### config.mk
export PLATFORM = sky130hd
export DESIGN_NAME = vga_timing_gen_param
export DESIGN_NICKNAME = d
export VERILOG_FILES = /design/src/rtl/vga_timing_gen_param.sv
export SDC_FILE = /design/constraint.sdc
export NUM_CORES = 1
export LEC_CHECK = 0
export ABC_AREA = 1
export CORE_ASPECT_RATIO = 0.9
export CORE_MARGIN = 2
export CORE_UTILIZATION = 30
export CTS_BUF_LIST = sky130_fd_sc_hd__clkbuf_4 sky130_fd_sc_hd__clkbuf_8 sky130_fd_sc_hd__clkbuf_16
export DETAILED_ROUTE_END_ITERATION = 7
export DONT_BUFFER_PORTS = 1
export SLEW_MARGIN = 40
export SYNTH_ARGS = -nofsm -noshare
export SYNTH_HDL_FRONTEND = slang
export SYNTH_SLANG_ARGS = --single-unit
### constraint.sdc
create_clock -name clk -period 3.21 [get_ports clk]
set_input_delay 0.4815 -clock clk [delete_from_list [all_inputs] [get_ports clk]]
set_output_delay 0.4815 -clock clk [all_outputs]
set_load 0.02 [all_outputs]
### src/rtl/vga_timing_gen_param.sv
// ============================================================================
// Module   : vga_timing_gen_param
// Brief    : Parametrised VGA/VESA raster timing generator with look-ahead
//            pixel request. Optional macro VTG_LOOKAHEAD_EN builds the lead
//            counter; without it req mirrors de.
// Revision : 1.0 - initial release
// ============================================================================
`default_nettype none

module vga_timing_gen_param #(
  parameter int   H_ACTIVE  = 640,
  parameter int   H_FP      = 16,
  parameter int   H_SYNCP   = 96,
  parameter int   H_BP      = 48,
  parameter int   V_ACTIVE  = 480,
  parameter int   V_FP      = 10,
  parameter int   V_SYNCP   = 2,
  parameter int   V_BP      = 33,
  parameter logic HS_POL    = 1'b0,
  parameter logic VS_POL    = 1'b0,
  parameter int   CW        = 12,
  parameter int   LOOKAHEAD = 2
) (
  input  logic          clk,
  input  logic          rst,
  input  logic          en,
  output logic          h_sync,
  output logic          v_sync,
  output logic          de,
  output logic [CW-1:0] x_pos,
  output logic [CW-1:0] y_pos,
  output logic          sol,
  output logic          sof,
  output logic          eof,
  output logic [15:0]   frame_cnt,
  output logic          req,
  output logic [CW-1:0] req_x,
  output logic [CW-1:0] req_y
);

  localparam int c_h_total = H_ACTIVE + H_FP + H_SYNCP + H_BP;
  localparam int c_v_total = V_ACTIVE + V_FP + V_SYNCP + V_BP;

  localparam logic [CW-1:0] c_h_last   = CW'(c_h_total - 1);
  localparam logic [CW-1:0] c_v_last   = CW'(c_v_total - 1);
  localparam logic [CW-1:0] c_h_act    = CW'(H_ACTIVE);
  localparam logic [CW-1:0] c_v_act    = CW'(V_ACTIVE);
  localparam logic [CW-1:0] c_hs_start = CW'(H_ACTIVE + H_FP);
  localparam logic [CW-1:0] c_hs_end   = CW'(H_ACTIVE + H_FP + H_SYNCP);
  localparam logic [CW-1:0] c_vs_start = CW'(V_ACTIVE + V_FP);
  localparam logic [CW-1:0] c_vs_end   = CW'(V_ACTIVE + V_FP + V_SYNCP);

  if ((LOOKAHEAD < 0) || (LOOKAHEAD > H_FP + H_SYNCP + H_BP - 1)) begin : g_la_range_err
    $error("vga_timing_gen_param: LOOKAHEAD %0d out of range", LOOKAHEAD);
  end

  // Main counter starts LOOKAHEAD pixels behind the lead; both sit in the
  // same blanking line so no vertical borrow is needed.
`ifdef VTG_LOOKAHEAD_EN
  localparam logic [CW-1:0] c_h_main_rst = CW'(c_h_total - 1 - LOOKAHEAD);
`else
  localparam logic [CW-1:0] c_h_main_rst = c_h_last;
`endif

  function automatic logic [2*CW-1:0] f_step(input logic [CW-1:0] h, input logic [CW-1:0] v);
    logic [CW-1:0] hn;
    logic [CW-1:0] vn;
    hn = h + 1'b1;
    vn = v;
    if (h == c_h_last) begin
      hn = '0;
      vn = (v == c_v_last) ? '0 : v + 1'b1;
    end
    return {vn, hn};
  endfunction

  logic [CW-1:0] r_h, r_v;
  logic [CW-1:0] w_h_nxt, w_v_nxt;
  logic          w_act;

  logic          r_h_sync, r_v_sync, r_de, r_sol, r_sof, r_eof;
  logic [CW-1:0] r_x, r_y;
  logic [15:0]   r_frame_cnt;

  assign {w_v_nxt, w_h_nxt} = f_step(r_h, r_v);
  assign w_act = (w_h_nxt < c_h_act) && (w_v_nxt < c_v_act);

  always_ff @(posedge clk) begin
    if (rst) begin
      r_h         <= c_h_main_rst;
      r_v         <= c_v_last;
      r_h_sync    <= ~HS_POL;
      r_v_sync    <= ~VS_POL;
      r_de        <= 1'b0;
      r_x         <= '0;
      r_y         <= '0;
      r_sol       <= 1'b0;
      r_sof       <= 1'b0;
      r_eof       <= 1'b0;
      r_frame_cnt <= '0;
    end else begin
      r_sol <= 1'b0;
      r_sof <= 1'b0;
      r_eof <= 1'b0;
      if (en) begin
        r_h      <= w_h_nxt;
        r_v      <= w_v_nxt;
        r_de     <= w_act;
        r_x      <= w_act ? w_h_nxt : '0;
        r_y      <= w_act ? w_v_nxt : '0;
        r_h_sync <= ((w_h_nxt >= c_hs_start) && (w_h_nxt < c_hs_end)) ? HS_POL : ~HS_POL;
        r_v_sync <= ((w_v_nxt >= c_vs_start) && (w_v_nxt < c_vs_end)) ? VS_POL : ~VS_POL;
        r_sol    <= (w_h_nxt == '0) && (w_v_nxt < c_v_act);
        r_sof    <= (w_h_nxt == '0) && (w_v_nxt == '0);
        r_eof    <= (w_h_nxt == c_h_act - 1'b1) && (w_v_nxt == c_v_act - 1'b1);
        if ((w_h_nxt == '0) && (w_v_nxt == '0)) begin
          r_frame_cnt <= r_frame_cnt + 16'd1;
        end
      end
    end
  end

  assign h_sync    = r_h_sync;
  assign v_sync    = r_v_sync;
  assign de        = r_de;
  assign x_pos     = r_x;
  assign y_pos     = r_y;
  assign sol       = r_sol;
  assign sof       = r_sof;
  assign eof       = r_eof;
  assign frame_cnt = r_frame_cnt;

`ifdef VTG_LOOKAHEAD_EN
  logic [CW-1:0] r_hr, r_vr;
  logic [CW-1:0] w_hr_nxt, w_vr_nxt;
  logic          w_req_act;
  logic          r_req;
  logic [CW-1:0] r_req_x, r_req_y;

  assign {w_vr_nxt, w_hr_nxt} = f_step(r_hr, r_vr);
  assign w_req_act = (w_hr_nxt < c_h_act) && (w_vr_nxt < c_v_act);

  always_ff @(posedge clk) begin
    if (rst) begin
      r_hr    <= c_h_last;
      r_vr    <= c_v_last;
      r_req   <= 1'b0;
      r_req_x <= '0;
      r_req_y <= '0;
    end else if (en) begin
      r_hr    <= w_hr_nxt;
      r_vr    <= w_vr_nxt;
      r_req   <= w_req_act;
      r_req_x <= w_req_act ? w_hr_nxt : '0;
      r_req_y <= w_req_act ? w_vr_nxt : '0;
    end
  end

  assign req   = r_req;
  assign req_x = r_req_x;
  assign req_y = r_req_y;
`else
  assign req   = r_de;
  assign req_x = r_x;
  assign req_y = r_y;
`endif

endmodule

`default_nettype wire

==> results.json <==
{
  "status": "finished, final reports clean",
  "grtUsageTotal_pct": 16.3,
  "antenna_found_initial": 0,
  "path_class": "register to register",
  "swShare_pct": 30.9,
  "cts_hold_buf": 0,
  "worstPathRequired_ps": 3430,
  "crit_chain": "ha_2, nand2_1, nor2_4, nand3_2, o21ai_1, nand2_1, nor2_1, nand3_1, nand3b_4, nand2_1, nand2_2, nor2_1",
  "io_buffers": 0,
  "syn2layout_area_growth_pct": 5.92,
  "grt_overflow": 0,
  "drive_above_1_share_pct": 8.10,
  "crit_path_frequent_cell": "nand2_1",
  "syn_area_per_cell_sq_um": 6.37,
  "finalWeightedCongestion": 0.974,
  "cp-start-kind": "register",
  "maxSlewViolCount": 0,
  "grt_setup_unrepaired": "false",
  "critPathBufInv": 0,
  "worstPathArrival_ps": 3040,
  "clkPwrFrac_pct": 42.8,
  "finalCriticalPeriod_ps": 2830,
  "wl_met1_mm": 6.07,
  "grt_pass1_vias": 3965,
  "hpwl_mm": 9.05,
  "drtIter0Drc": 313,
  "drv_cap": 0,
  "die_w_um": 132,
  "cpPeakStageDelay_ps": 480,
  "grt_start_max_net_pins": 38,
  "ys_types": 38,
  "placed_area_sq_mm": 0.00438,
  "row_count": 42,
  "tns_ps": 0,
  "comb_power_share_pct": 16.3,
  "synth-seq-area-share_pct": 31.7,
  "drtPass1Iterations": 5,
  "num_antenna_cells": 0,
  "final_cell_area_sq_mm": 0.00468,
  "mostFrequentLayoutCells": "208 x nand2_1, 101 x nor2_1, 70 x dfxtp_1",
  "powerDensity_mw_per_mm2": 501,
  "fin_nets": 671,
  "die_area_sq_mm": 0.0157,
  "die_y_um": 119,
  "end_kind": "register",
  "pwr-share-seq_pct": 40.8,
  "finalWirelength_mm": 12.5,
  "final_common_cell": "nand2_1",
  "ios": 74,
  "cts_setup_buffers": 0,
  "cts_sinks": 70,
  "wl_met2_mm": 5.36,
  "cts-root-buf": "clkbuf_16",
  "coreArea_sq_mm": 0.0146,
  "fmax_mhz": 354,
  "critPathTopFamily": "simple AND/OR/NAND/NOR gates",
  "critPathMaxFanout": 15,
  "grt_first_pass_wirelength_mm": 20.4,
  "numCtsBuffers": 9,
  "finClkSkew_ps": 9.58,
  "vias": 4251,
  "min_period_over_period_pct": 88.1,
  "post_cts_resized": 0,
  "post_drt_wl_per_cell_um": 14.5,
  "p_leak_nw": 2.05,
  "finalSetupViolations": 0,
  "ir_drop_v": 0.000257,
  "synth_warnings": 0,
  "finalHoldViolCount": 0,
  "htreeDepth": 3,
  "wl_met3_um": 824,
  "ant_nets": 0,
  "clk_pin_slew_ps": 60,
  "hold_class": "input port to register",
  "cpMaxStageDelayCell": "dfxtp_1",
  "drc": 0,
  "mappedNetlistArea_sq_mm": 0.00442,
  "p_sw_w": 0.000724,
  "ys_ff_latch": 70,
  "vias_per_cell": 4.91,
  "p_int_w": 0.00162,
  "cts_tree": "built",
  "slew_headroom_pct": 59.4,
  "tightest_slew_ps": 608,
  "initial_core_util_pct": 30.4,
  "synth.net_count": 703,
  "synth_cells": 694,
  "clock_path_buffers": 2,
  "topRoutingLayerUsed": "met4",
  "clock_latency_ps": 340
}
## power groups by stage
stage | clock [W] | combinational, W | sequential [W]
finish | 0.00101 | 0.000383 | 0.000959
global route | 0.00107 | 0.000429 | 0.000962
CTS | 0.00102 | 0.000377 | 0.000958
detailed placement | 0 | 0.000375 | 0.000977
global placement | 0 | 0.000375 | 0.000977
floorplan | 0 | 0.000347 | 0.000946
## layout make-up
type                            count  area, sq um
Fill cell                        1612         9880
Tap cell                          198          248
Clock buffer                       11          240
Timing Repair Buffer                3         22.5
Sequential cell                    70         1400
Multi-Input combinational cell    508         2440
Clock inverter                      5         60.1
Inverter                           70          265
## stage by stage
stage               total power, W  setup WS, ps  cells  hold WS [ps]  util, %
floorplan                  0.00129           963    694           508        -
global placement           0.00135           397    849           544     30.1
detailed placement         0.00135           368    849           553     30.1
CTS                        0.00236           363    865           201     32.1
global route               0.00246          62.0    865           206     32.2
finish                     0.00235           381    865           217     32.2
## synth_stat cells (all sizes together)
master	number	share of area, %
nand2	212	18
nor2	120	13
dfxtp	70	32
inv	70	6.0
nand3	55	6.7
buf	38	6.4
nand4	35	5.1
a21oi	20	2.3
o21ai	20	2.3
nor3	12	1.4
clkbuf	8	0.68
xor2	8	1.6
ha	6	1.7
o22ai	4	0.57
nor4	3	0.42
o211ai	3	0.51
a211o	1	0.20
a211oi	1	0.17
a21boi	1	0.17
a22oi	1	0.17
a31oi	1	0.14
and3	1	0.14
nand3b	1	0.45
o22a	1	0.20
or2	1	0.14
xnor2	1	0.20
## worst paths after layout
path	endpoint	start	slack (ps)	cells past startpoint
max	req_y[1]	r_h[0]	380	12
min reg2reg	r_h[1]	r_h[1]	560	2
max reg2reg	req_y[1]	r_h[0]	380	12
min	req_y[9]	en	220	1
## metal layers
layer / GRT usage, % / vias to the layer above
li1: - / 2141
met1: 22.6 / 1929
met2: 24.7 / 158
met3: 3.28 / 23
met4: 6.73 / 0
met5: 0 / -
## flip-flops by register name, summed over array words and instances (netlist names)
name	cells
req_y	12
v_sync	1
eof	1
req_x	12
sol	1
r_v	12
frame_cnt	16
sof	1
h_sync	1
de	1
r_h	12
## logic make-up (layout without fill, tap and decap cells)
kind of cell / count (synthesis) / count (layout) / synth area share, %
buf+inv: 116 / 89 / 13.1
flops: 70 / 70 / 31.7
simple gates: 440 / 440 / 45.1
compound gates: 53 / 53 / 6.65
fa+ha+maj: 6 / 6 / 1.70
xor+xnor: 9 / 9 / 1.78
(Power assumes the default switching activity.)
